[config.mk]
export PLATFORM = sky130hd
export DESIGN_NAME = gates_selftest
export DESIGN_NICKNAME = d
export VERILOG_FILES = /design/src/rtl/gates_selftest.sv
export SDC_FILE = /design/constraint.sdc
export NUM_CORES = 1
export LEC_CHECK = 0
export BUFFER_PORTS_ARGS = -buffer_cell sky130_fd_sc_hd__buf_2
export CAP_MARGIN = 25
export CELL_PAD_IN_SITES_DETAIL_PLACEMENT = 2
export CELL_PAD_IN_SITES_GLOBAL_PLACEMENT = 2
export CORE_MARGIN = 2
export CORE_UTILIZATION = 32
export CTS_BUF_LIST = sky130_fd_sc_hd__clkbuf_8
export CTS_CLUSTER_DIAMETER = 200
export DETAILED_ROUTE_END_ITERATION = 8
export PLACE_DENSITY_LB_ADDON = 0.1
export SLEW_MARGIN = 20
export SYNTH_ARGS = -nofsm -noshare
export SYNTH_HDL_FRONTEND = slang
export SYNTH_SLANG_ARGS = --single-unit
[constraint.sdc]
create_clock -name CLOCK_50 -period 1.8 [get_ports CLOCK_50]
set_input_delay 0.54 -clock CLOCK_50 [delete_from_list [all_inputs] [get_ports CLOCK_50]]
set_output_delay 0.54 -clock CLOCK_50 [all_outputs]
set_load 0.005 [all_outputs]
[src/rtl/gates_selftest.sv]
// Self-test sequencer for a six-gate logic block: sweeps {A,B} through 00..11,
// waits for LEDR to settle, and accumulates sticky mismatch information.
//
// state  | meaning
// IDLE   | waiting for START after reset
// DRIVE  | register A/B from the vector index, load the settle timer
// SETTLE | down-count the settle timer until it reaches zero
// CHECK  | compare LEDR with the expected gate outputs, advance or finish
// FINISH | results valid on DONE/PASS/FAIL; restart on START or LOOP
`timescale 1ns/1ps
module gates_selftest #(
  parameter int unsigned SETTLE_CYCLES = 2,
  parameter bit          LOOP          = 1'b0
) (
  input  logic       CLOCK_50,
  input  logic       RESET_N,
  input  logic       START,
  input  logic [5:0] LEDR,
  output logic       A,
  output logic       B,
  output logic       BUSY,
  output logic       DONE,
  output logic       PASS,
  output logic       FAIL,
  output logic [3:0] ERR_VEC,
  output logic [5:0] ERR_BITS
);

  typedef enum logic [2:0] {IDLE, DRIVE, SETTLE, CHECK, FINISH} state_t;

  localparam logic [3:0] SETTLE_LOAD = 4'(SETTLE_CYCLES - 1);

  state_t     state;
  logic [1:0] idx;
  logic [3:0] cnt;
  logic       armed;
  logic [5:0] exp_ledr;
  logic [5:0] diff;
  logic [3:0] vec_hit;
  logic [3:0] err_vec_nxt;
  logic       start_ok;

  always_comb begin
    exp_ledr    = {~(A ^ B), A ^ B, ~(A | B), ~(A & B), A | B, A & B};
    diff        = LEDR ^ exp_ledr;
    vec_hit     = 4'b0001 << idx;
    err_vec_nxt = (|diff) ? (ERR_VEC | vec_hit) : ERR_VEC;
    // armed stays low for the first edge after reset release, so a START
    // coincident with that edge is not taken
    start_ok    = START & armed;
  end

  always_ff @(posedge CLOCK_50 or negedge RESET_N) begin
    if (!RESET_N) begin
      state    <= IDLE;
      idx      <= 2'd0;
      cnt      <= 4'd0;
      armed    <= 1'b0;
      A        <= 1'b0;
      B        <= 1'b0;
      BUSY     <= 1'b0;
      DONE     <= 1'b0;
      PASS     <= 1'b0;
      FAIL     <= 1'b0;
      ERR_VEC  <= 4'd0;
      ERR_BITS <= 6'd0;
    end else begin
      armed <= 1'b1;
      case (state)
        IDLE: begin
          if (start_ok) begin
            state <= DRIVE;
            idx   <= 2'd0;
            BUSY  <= 1'b1;
          end
        end
        DRIVE: begin
          A     <= idx[1];
          B     <= idx[0];
          cnt   <= SETTLE_LOAD;
          state <= SETTLE;
        end
        SETTLE: begin
          if (cnt == 4'd0) state <= CHECK;
          else cnt <= cnt - 4'd1;
        end
        CHECK: begin
          ERR_VEC  <= err_vec_nxt;
          ERR_BITS <= ERR_BITS | diff;
          if (idx == 2'd3) begin
            state <= FINISH;
            BUSY  <= 1'b0;
            DONE  <= 1'b1;
            PASS  <= ~|err_vec_nxt;
            FAIL  <= |err_vec_nxt;
          end else begin
            idx   <= idx + 2'd1;
            state <= DRIVE;
          end
        end
        FINISH: begin
          if (start_ok || LOOP) begin
            state    <= DRIVE;
            idx      <= 2'd0;
            BUSY     <= 1'b1;
            DONE     <= 1'b0;
            PASS     <= 1'b0;
            FAIL     <= 1'b0;
            ERR_VEC  <= 4'd0;
            ERR_BITS <= 6'd0;
          end
        end
        default: state <= IDLE;
      endcase
    end
  end

endmodule

---- Yosys cells after proc, flatten, opt, wreduce, memory -nomap -nowiden ----
Cells that the tools add are included.
word-level totals
  bits of input ports ..................... 9
  register bits after elaboration ......... 26
  output and inout bits ................... 16
  word-level logic and storage cells ...... 75
operators by class
  multiplexer cells ....................... 24
  equality and inequality tests ........... 11
  shift operators ......................... 1
  bitwise operators ....................... 10
  reduce and logical (&&, ||, !) cells .... 15
  add/sub/neg operators ................... 2
operators by type and width
  kind                                                                    count
  4-bit one-hot mux with 2 select lines                                   2
  4-bit two-way mux                                                       3
  3-bit one-hot mux with 4 select lines                                   1
  6-bit one-hot mux with 2 select lines                                   1
  2-bit != test (second input constant)                                   5
  3-bit two-way mux                                                       3
  3-bit AND reduction                                                     3
  1-bit one-hot mux with 2 select lines                                   4
  3-bit by 2-bit equality test with 1-bit output (second input constant)  2
  1-bit two-way mux                                                       6
  6-bit two-way mux                                                       1
  6-bit OR                                                                1
  2-bit AND reduction                                                     3
  2-bit nonzero test                                                      3
  6-bit OR reduction                                                      1
  6-bit XOR                                                               1
  4-bit zero test                                                         1
  2-bit two-way mux                                                       2
  4-bit OR                                                                1
  2-bit one-hot mux with 2 select lines                                   1
  4-bit OR reduction                                                      1
  1-bit by 2-bit << shifter with 4-bit output (first input constant)      1
  4-bit by 1-bit subtractor with 4-bit output (second input constant)     1
  3-bit by 1-bit equality test with 1-bit output (second input constant)  1
  other kinds (11)                                                        14

---- Depth between registers and ports, before layout ----
Gate-level depths: netlist of the first run.
  depth after elaboration ................. 9
  gate-level depth with buffers ........... 5
  gate-level depth less buffers ........... 5

---- Worst setup path after synthesis of the first run ----
OpenSTA, ideal clock, no wires.
  kind .................................... register -> register
  start ................................... reg A
  end ..................................... reg ERR_VEC[3]
  stages on the path, launching flop included .. 6
  arrival time ............................ 1.738 ns
  buffers on the path ..................... 0
  required time ........................... 1.654 ns
  path slack .............................. -0.084 ns
  cells stage by stage .................... dfrtp_1 > inv_1 > ha_1 > or3b_1 > a222oi_1 > a211oi_1
between the ends
  longest elaborated chain between the ends .. 6
ends and longest elaborated chain
  item                                       line  text
  from (decl)                                19    output logic A,
  from (signal assigned)                     78    A <= idx[1];
  1-bit bitwise AND (tied with other cells)  44    exp_ledr = {~(A ^ B), A ^ B, ~(A | B), ~(A & B), A | B, A & B};
  1-bit NOT                                  44
  6-bit XOR (*)                              45    diff = LEDR ^ exp_ledr;
  6-bit OR reduction (*)                     47    err_vec_nxt = (|diff) ? (ERR_VEC | vec_hit) : ERR_VEC;
  4-bit two-way mux (*)                      47
  4-bit one-hot mux with 2 select lines (*)  69    case (state)
  to (signal assigned)                       88    ERR_VEC <= err_vec_nxt;
  to (decl)                                  25    output logic [3:0] ERR_VEC,
Every way passes the cells marked *; elsewhere a longest branch is shown, timed or not.
A chain may end at the register's enable or synchronous reset.

---- Final worst setup path of the first run ----
  start ................................... reg B
  end ..................................... reg ERR_VEC[0]
between the ends
  longest elaborated chain between the ends .. 6
ends and longest elaborated chain
  item                                       line  text
  from (decl)                                20    output logic B,
  from (signal assigned)                     79    B <= idx[0];
  1-bit bitwise AND (tied with other cells)  44
  1-bit NOT                                  44
  6-bit XOR (*)                              45
  6-bit OR reduction (*)                     47
  4-bit two-way mux (*)                      47
  4-bit one-hot mux with 2 select lines (*)  69
Marked as above.

==> summary.md, run 1 <==
| Metric | Value |
|---|---|
| Slowest stage cell, crit path | dfrtp_1 |
| Worst-skew pair later-pin latency | 0.27 ns |
| 1st-iter DRT viols | 27 |
| Worst-case clock buffer depth | 2 |
| Worst-Margin Slew | 0.601 ns |
| Vias post-DR | 1115 |
| Min setup slack post-route | -0.0274 ns |
| Fin area | 1690 sq um |
| Post-synthesis area per instance | 10.0 sq um |
| Number of nets produced by synthesis | 151 |
| Main combinational cell family by area after synthesis | simple AND/OR/NAND/NOR gates |
| Top-Level Pins | 25 |
| CTS clk-pin slew, worst paths | 0.10 ns |
| Part of the power in combinational logic | 46.7% |
| Maximum fanout encountered on the critical timing path | 4 |
| Number of flops mapped to enable cells by yosys | 0 |
| Type of origin of the critical path | register |
| WL final | 3.61 mm |
| Via-per-instance ratio | 5.11 |
| Clock tree skew after final layout | 0.00349 ns |
| Standard cell core area | 4030 sq um |
| DRC viols | 0 |
| Critical path class | register to register |
| Final net count | 185 |
| Most frequent standard cell in the layout excluding fill and tap cells | dfrtp_1 |
| Most frequently used flop master after synthesis | dfrtp_1 |
| Fin Hold WS | 0.265 ns |
| Clock tree from TritonCTS | built |
| Required time of the critical path | 1.95 ns |
| Fraction of final layout cells sized beyond drive strength 1 | 29.8% |
| Min Clock Period, post-route | 1.83 ns |
| Combined buffer and inverter count along the critical path | 2 |
| Yosys synthesis warning count | 0 |
| Cell breakdown of the critical path | inv_2, ha_4, or3b_4, a222oi_1, buf_4, o21ai_2 |
| Family of cells with the greatest summed delay on the critical path | flip-flops |
| Antenna violation net count after detailed routing | 0 |
| Register area share after synthesis | 48.1% |
| HPWL reported at the end of detailed placement | 2.79 mm |
| Yosys reg bits | 26 |
| Total clock sinks | 26 |
| Proportion of power drawn by flip-flops and latches | 35.6% |
| Commonest cells after routing, fill and taps aside | 26 x dfrtp_1, 24 x buf_2 |
| Global routing usage summed across all routing layers | 16.1% |
| # setup viols final | 4 |
| Number of cells after detailed placement | 214 |
| Antenna diode count | 0 |
| Final cell utilization of the core | 41.9% |
| Area of placed instances | 1600 sq um |
| Number of global-route vias before repair | 1282 |
| Complex-gate fraction of the synthesized area | 16.5% |
| Classification of the worst-slack hold path | input pin to asynchronous set/reset pin |
| Reported max-cap violation count | 0 |
| Starting Density | 33.6% |
| DIE AREA | 4760 sq um |
| Maximum number of pins on one net before global-route repair | 27 |
| Xor and xnor fraction of the mapped netlist area | 4.53% |
| Capture point of the worst reg-to-reg path | ERR_VEC[0]$_DFFE_PN0P_ |
| Total count of max-transition violations in the final report | 0 |
| Synth Area in Adders | 6.48% |
| Data arrival time at the worst-slack endpoint | 1.98 ns |
| Synth-to-layout area growth | 24.9% |
| Synthesized cell area | 1350 sq um |
| Wire length of the first global-routing pass | 6.30 mm |
| Internal power consumption | 1.72 mW |
| Number of buffers added by the clock tree synthesis step | 3 |
| Cell row count | 23 |
| Outcome | complete, but fails checks |
| Post-route clock period utilization | 102% |
| Unrepaired setup endpoints after global routing | yes |
| Relative slew margins | 59.9% |
| Synthesized instance count | 135 |
| Worst Reg-to-Reg Cells | 6 |
| Final Total Pwr | 2.78 mW |
| Share of synthesized cell area in and, or, nand and nor gates | 17.8% |
| Critical register-to-register path startpoint | B$_DFFE_PN0P_ |
| Areal power density over the cells | 1640 nW/um^2 |
| Switching Share | 38.1% |
| Routed length per placed instance | 16.5 um |
| Count of endpoints failing hold in the final timing report | 0 |
| Slack of the worst reg-to-reg path | -0.03 ns |
| Proportion of register bits with asynchronous set or reset after synthesis | 100% |
| Number of distinct standard cells referenced by the synthesized netlist | 38 |
| CTS H-Tree Depth | 1 |
| Violated checks | negative setup slack |
| Non-Filler Instances | 218 |
| Count of TritonRoute iterations in the first routing pass | 4 |
| Port-buffer cells | 24 |
| Final estimated routing congestion in global placement | 0.819 |
| Cts-stage hold buffer count | 0 |
| Nature of the critical path endpoint | register |
| Sw power | 1.06 mW |
| Die extent in y | 69.0 um |
| Delay of the slowest cell on the worst path | 0.42 ns |
| Initial antenna violation count | 0 |
| Post-synthesis mux area share | 2.22% |
| Die Span X | 69.0 um |
| Root Buffer | clkbuf_8 |
| GRT Residual Overflow | 0 |
| Highest attainable clock frequency | 547 MHz |
| Leak | 0.733 nW |
| Clock power share | 17.6% |
| Worst-case vdd ir drop | 0.000481 V |
-- Yosys cell counts (all sizes together) (4+ instances only) --
cell | n | area share [%]
nand3b | 5 | 2.8
dfrtp | 26 | 48
or3b | 5 | 3.2
o21ai | 13 | 4.8
xnor2 | 4 | 2.6
nand2 | 7 | 1.9
a21oi | 10 | 3.7
ha | 7 | 6.5
inv | 9 | 2.5
nor2 | 11 | 3.2
-- logic make-up (layout without fill, tap and decap cells) --
group                    after synthesis  count (layout)
AO/OA/AOI/OAI                         36              36
buffers and inverters                 14              47
other                                  1               1
AND/OR/NAND/NOR                       41              41
flip-flops                            26              26
multiplexers                           3               3
adder cells (fa/ha/maj)                7               7
XOR/XNOR                               7               7
-- per-layer routing --
metal,vias up,GRT usage [%],share of wire [%]
li1,538,-,-
met1,561,22.0,48
met2,14,26.8,49
met3,2,2.92,3.2
met4,0,3.27,0.47
met5,-,0,0
-- flip-flops by register name, summed over array words and instances (netlist names) --
signal    flops
A             1
B             1
BUSY          1
DONE          1
ERR_BITS      6
ERR_VEC       4
FAIL          1
PASS          1
armed         1
cnt           4
idx           2
state         3
-- how the worst max path moves through the flow --
stage	startpoint	end	depth (start not counted)
2_1_floorplan	B$_DFFE_PN0P_	ERR_VEC[3]$_DFFE_PN0P_	5
3_3_place_gp	LEDR[4]	ERR_VEC[2]$_DFFE_PN0P_	5
3_5_place_dp	B$_DFFE_PN0P_	ERR_VEC[0]$_DFFE_PN0P_	6
4_1_cts	B$_DFFE_PN0P_	ERR_VEC[1]$_DFFE_PN0P_	6
5_1_grt	B$_DFFE_PN0P_	ERR_VEC[0]$_DFFE_PN0P_	6
6_report	B$_DFFE_PN0P_	ERR_VEC[0]$_DFFE_PN0P_	6
-- worst reg2reg max path: stages, from the launching register on --
cell      delay, ns
dfrtp_1        0.42
inv_2          0.09
ha_4           0.20
or3b_4         0.37
a222oi_1       0.36
buf_4          0.21
o21ai_2        0.06
-- stage by stage --
stage	setup TNS [ns]	worst slack (ns)
global placement	0	0.0470
detailed placement	-0.0472	-0.0359
global route	-0.377	-0.0963
floorplan	0	0.00767
finish	-0.0709	-0.0274
CTS	-0.218	-0.0550
-- layout make-up --
| class | count | area [sq um] |
|---|---|---|
| clock buffer | 3 | 41.3 |
| clock inverter | 1 | 30.0 |
| fill | 454 | 2340 |
| inverter | 9 | 33.8 |
| multi-input combinational | 95 | 676 |
| sequential | 26 | 651 |
| tap | 50 | 62.6 |
| timing repair buffer | 34 | 195 |
-- power by group through the flow --
stage / Sequential (mW) / Combinational, mW / Clock, mW
finish: 0.989 / 1.30 / 0.490
global route: 1.03 / 1.49 / 0.531
CTS: 0.996 / 1.30 / 0.504
detailed placement: 1.00 / 1.28 / 0
global placement: 0.978 / 1.22 / 0
floorplan: 0.981 / 0.792 / 0
-- timing repair --
| action | CTS | global route |
|---|---|---|
| pin swaps | 6 | 2 |
| setup endpoints to repair | 4 | 4 |
| gates resized for setup | 2 | 4 |
| buffers inserted | 0 | 0 |
No activity file was read; power rests on OpenSTA's default activity.
==> run 2: changes to the inputs <==
ABC_AREA = 1   (was default)
CORE_UTILIZATION = 30   (was 32)
==> run 2 against run 1 <==
The run now ends clean. Sequential share of layout area shrank 0.45 points. Critical endpoint is now FAIL$_DFFE_PN0P_. Critical path depth grew 7. Clock power shrank 20%. Sequential power shrank 6.9%. Register-to-register slack gained 0.15 ns. Non-clock buffer count shrank 5. Combinational power grew 5%. Worst hold slack gained 0.0060 ns. First-iteration DRC count shrank 7.4%. Clock skew is essentially flat.
==> summary.md, run 2 <==
| Metric | Value |
|---|---|
| Outcome | finished clean |
| Worst-Margin Slew | 0.623 ns (+0.0215 ns) |
| Delay of the slowest cell on the worst path | 0.39 ns (-0.03 ns) |
| Die extent in y | 71.4 um (+3.4%) |
| DRC viols | 0 (unchanged) |
| CTS clk-pin slew, worst paths | 0.10 ns (about the same) |
| Cts-stage hold buffer count | 0 (unchanged) |
| Final cell utilization of the core | 39.3% (-2.7 points) |
| 1st-iter DRT viols | 25 (-7.4%) |
| Part of the power in combinational logic | 51.1% (+4.4 points) |
| Final estimated routing congestion in global placement | 0.757 (-7.7%) |
| Registers with the highest flip-flop counts | ERR_BITS: 6 flops, ERR_VEC: 4 flops, cnt: 4 flops |
| Yosys synthesis warning count | 0 (unchanged) |
| Reported max-cap violation count | 0 (unchanged) |
| Required time of the critical path | 1.97 ns (+0.02 ns) |
| Number of distinct standard cells referenced by the synthesized netlist | 24 (-37%) |
| Most area-hungry cell type in the Yosys netlist | dfrtp_1 |
| Wire length of the first global-routing pass | 6.51 mm (+3.4%) |
| CTS H-Tree Depth | 1 (unchanged) |
| # setup viols final | 0 (-4) |
| Most frequent standard cell in the layout excluding fill and tap cells | nand2_1 |
| Vias post-DR | 1211 (+8.6%) |
| Clock tree skew after final layout | 0.00303 ns (-0.000456 ns) |
| Relative slew margins | 58.5% (-1.4 points) |
| Antenna diode count | 0 (unchanged) |
| Post-synthesis area per instance | 8.10 sq um (-19%) |
| Unrepaired setup endpoints after global routing | yes |
| Worst-case clock buffer depth | 2 (unchanged) |
| Min Clock Period, post-route | 1.68 ns (-0.149 ns) |
| Synthesized instance count | 168 (+24%) |
| HPWL reported at the end of detailed placement | 2.88 mm (+3.2%) |
| Top-Level Pins | 25 (unchanged) |
| DIE AREA | 5090 sq um (+6.9%) |
| Synthesized cell area | 1360 sq um (+0.65%) |
| Count of endpoints failing hold in the final timing report | 0 (unchanged) |
| Family of cells with the greatest summed delay on the critical path | simple AND/OR/NAND/NOR gates |
| Number of global-route vias before repair | 1347 (+5.1%) |
| Most Frequent Cell on Critical Path | nand2_1 |
| Cell types occupying the most area after synthesis | dfrtp_1 48%, nand2_1 14%, inv_1 7.7% |
| Number of nets produced by synthesis | 184 (+22%) |
| Standard cell core area | 4350 sq um (+8.1%) |
| Maximum number of pins on one net before global-route repair | 27 (unchanged) |
| GRT Residual Overflow | 0 (unchanged) |
| Sw power | 1.18 mW (+12%) |
| Pre-CTS setup slack | -0.00331 ns (+0.0326 ns) |
| Port-buffer cells | 24 (unchanged) |
| Switching Share | 44.0% (+5.9 points) |
| Data arrival time at the worst-slack endpoint | 1.85 ns (-0.13 ns) |
| Areal power density over the cells | 1570 nW/um^2 (-4.6%) |
| Nature of the critical path endpoint | register |
| Leak | 0.873 nW (+19%) |
| Classification of the worst-slack hold path | input pin to asynchronous set/reset pin |
| Maximum fanout encountered on the critical timing path | 4 (unchanged) |
| Critical path class | register to register |
| Number of buffers added by the clock tree synthesis step | 3 (unchanged) |
| Proportion of power drawn by flip-flops and latches | 34.4% (-1.2 points) |
| Total count of max-transition violations in the final report | 0 (unchanged) |
| Total clock sinks | 26 (unchanged) |
| Largest register FFs | 6 (unchanged) |
| Setup TNS | 0 ns (+0.0709 ns) |
| Cell row count | 24 (+4.3%) |
| Worst-skew pair later-pin latency | 0.27 ns (about the same) |
| Register area share after synthesis | 47.8% (-0.31 points) |
| Final net count | 216 (+17%) |
| Initial antenna violation count | 0 (unchanged) |
| Root Buffer | clkbuf_8 |
| Global routing usage summed across all routing layers | 16.2% (+0.10 points) |
| Reg area | 651 sq um (unchanged) |
| Count of TritonRoute iterations in the first routing pass | 2 (-2) |
| Post-route clock period utilization | 93.2% (-8.3 points) |
| Number of flops mapped to enable cells by yosys | 0 (unchanged) |
| Register containing the most flip-flops in the final layout | ERR_BITS |
| Layout filler cell count | 492 (+8.4%) |
| Combined buffer and inverter count along the critical path | 2 (unchanged) |
| Post-synth top area share | 47.8% (-0.31 points) |
| Yosys reg bits | 26 (unchanged) |
| Most frequently used flop master after synthesis | dfrtp_1 |
| Worst-case vdd ir drop | 0.000518 V (+7.7%) |
| Die Span X | 71.4 um (+3.4%) |
| Min setup slack post-route | 0.122 ns (+0.149 ns) |
| Multi-input logic area | 668 sq um (-1.1%) |
| Clock tree from TritonCTS | built |
| Synth-to-layout area growth | 25.6% |
| WL final | 3.69 mm (+2.2%) |
| Clock power share | 14.5% (-3.1 points) |
| Internal power consumption | 1.50 mW (-13%) |
| Cell breakdown of the critical path | inv_2, ha_4, inv_1, nand2_1, nand2_2, nor2_4, nand3_4, nand2_2, nand2_2, nor2_2, nand2_1, nand2_1, nand2_1 |
| Antenna violation net count after detailed routing | 0 (unchanged) |
| Starting Density | 31.3% (-2.3 points) |
| Proportion of register bits with asynchronous set or reset after synthesis | 100% (unchanged) |
| Slowest stage cell, crit path | dfrtp_1 |
| Commonest cells after routing, fill and taps aside | 41 x nand2_1, 26 x dfrtp_1, 26 x inv_1, 24 x buf_2, 12 x nor2_1 |
| Fraction of final layout cells sized beyond drive strength 1 | 30.2% (+0.39 points) |
| Via-per-instance ratio | 4.82 (-5.7%) |
| Cell types with the highest counts after synthesis | 49 x nand2_1, 28 x inv_1, 26 x dfrtp_1 |
| Most frequent cell after synthesis | nand2_1 |
| Type of origin of the critical path | register |
| Routed length per placed instance | 14.7 um (-11%) |
| Highest attainable clock frequency | 596 MHz (+8.9%) |
[run 2: changes by cell type in the layout (fill, tap and decap cells not counted), moves of 4 or more]
cell	previous run	this run
inv_1	7	26
nand3b_1	5	0
nand2_2	0	8
nand2_1	7	41
xnor2_1	4	0
a21oi_1	10	6
buf_4	10	5
[run 2: layout make-up]
| cell class | count | share of cell area [%] |
|---|---|---|
| clock buffers | 4 | 3.22 |
| repair buffers | 29 | 9.22 |
| inverters | 30 | 6.59 |
| multi-input cells | 110 | 39.1 |
| flip-flops and latches | 26 | 38.1 |
| well taps | 52 | 3.81 |
[run 2: worst paths after layout]
path | start | end | slack [ns] | cells after the start
max | A$_DFFE_PN0P_ | FAIL$_DFFE_PN0P_ | 0.12 | 13
min in group CLOCK_50 | PASS$_DFFE_PN0P_ | PASS$_DFFE_PN0P_ | 0.49 | 2
min | RESET_N | ERR_VEC[2]$_DFFE_PN0P_ | 0.27 | 1
min reg2reg | PASS$_DFFE_PN0P_ | PASS$_DFFE_PN0P_ | 0.49 | 2
max in group asynchronous | RESET_N | cnt[1]$_DFFE_PN0P_ | 1.12 | 1
max reg2reg | A$_DFFE_PN0P_ | FAIL$_DFFE_PN0P_ | 0.12 | 13
[run 2: cell families after synthesis]
family                     after synthesis  synth area share (%)
and+or+nand+nor                         82                  27.2
buffers and inverters                   32                  9.65
DFF                                     26                  47.8
AOI/OAI and AO/OA                       20                  8.64
adders and majority gates                7                  6.43
other                                    1                 0.275
[run 2: metrics by stage]
step,power [mW],instance area [sq um],hold slack [ns],instances
final,2.68,1710,0.271,251
after global routing,2.97,1710,0.304,251
after CTS,2.53,1610,0.292,249
after detailed placement,2.11,1550,0.468,245
after global placement,2.01,1550,0.448,245
after floorplan,1.67,1360,0.244,168
[run 2: per-layer routing]
metal	track usage, %	part of all wire (%)	wire length [um]
met1	19.5	41	1520
met2	30.2	56	2060
met3	2.11	2.2	81
met4	4.40	0.54	20
met5	0	0	0
[run 2: what timing repair did]
item	CTS	global route
setup buffers	0	2
gates resized for setup	1	22
endpoints found under the setup margin	1	6
pin swaps	0	8
[run 2: power by group through the flow]
stage          clock [mW]  sequential (mW)  combinational, mW
4_1_cts             0.412            0.918               1.20
3_5_place_dp            0            0.930               1.18
3_3_place_gp            0            0.910               1.10
2_1_floorplan           0            0.910              0.764
5_1_grt             0.435            0.947               1.59
6_report            0.390            0.921               1.37
[run 2: worst reg2reg max path: cells and delay by family (launching register included)]
kind | cells | cell delay, ns
DFF | 1 | 0.39
and+or+nand+nor | 10 | 0.80
buffers and inverters | 2 | 0.12
adders and majority gates | 1 | 0.27
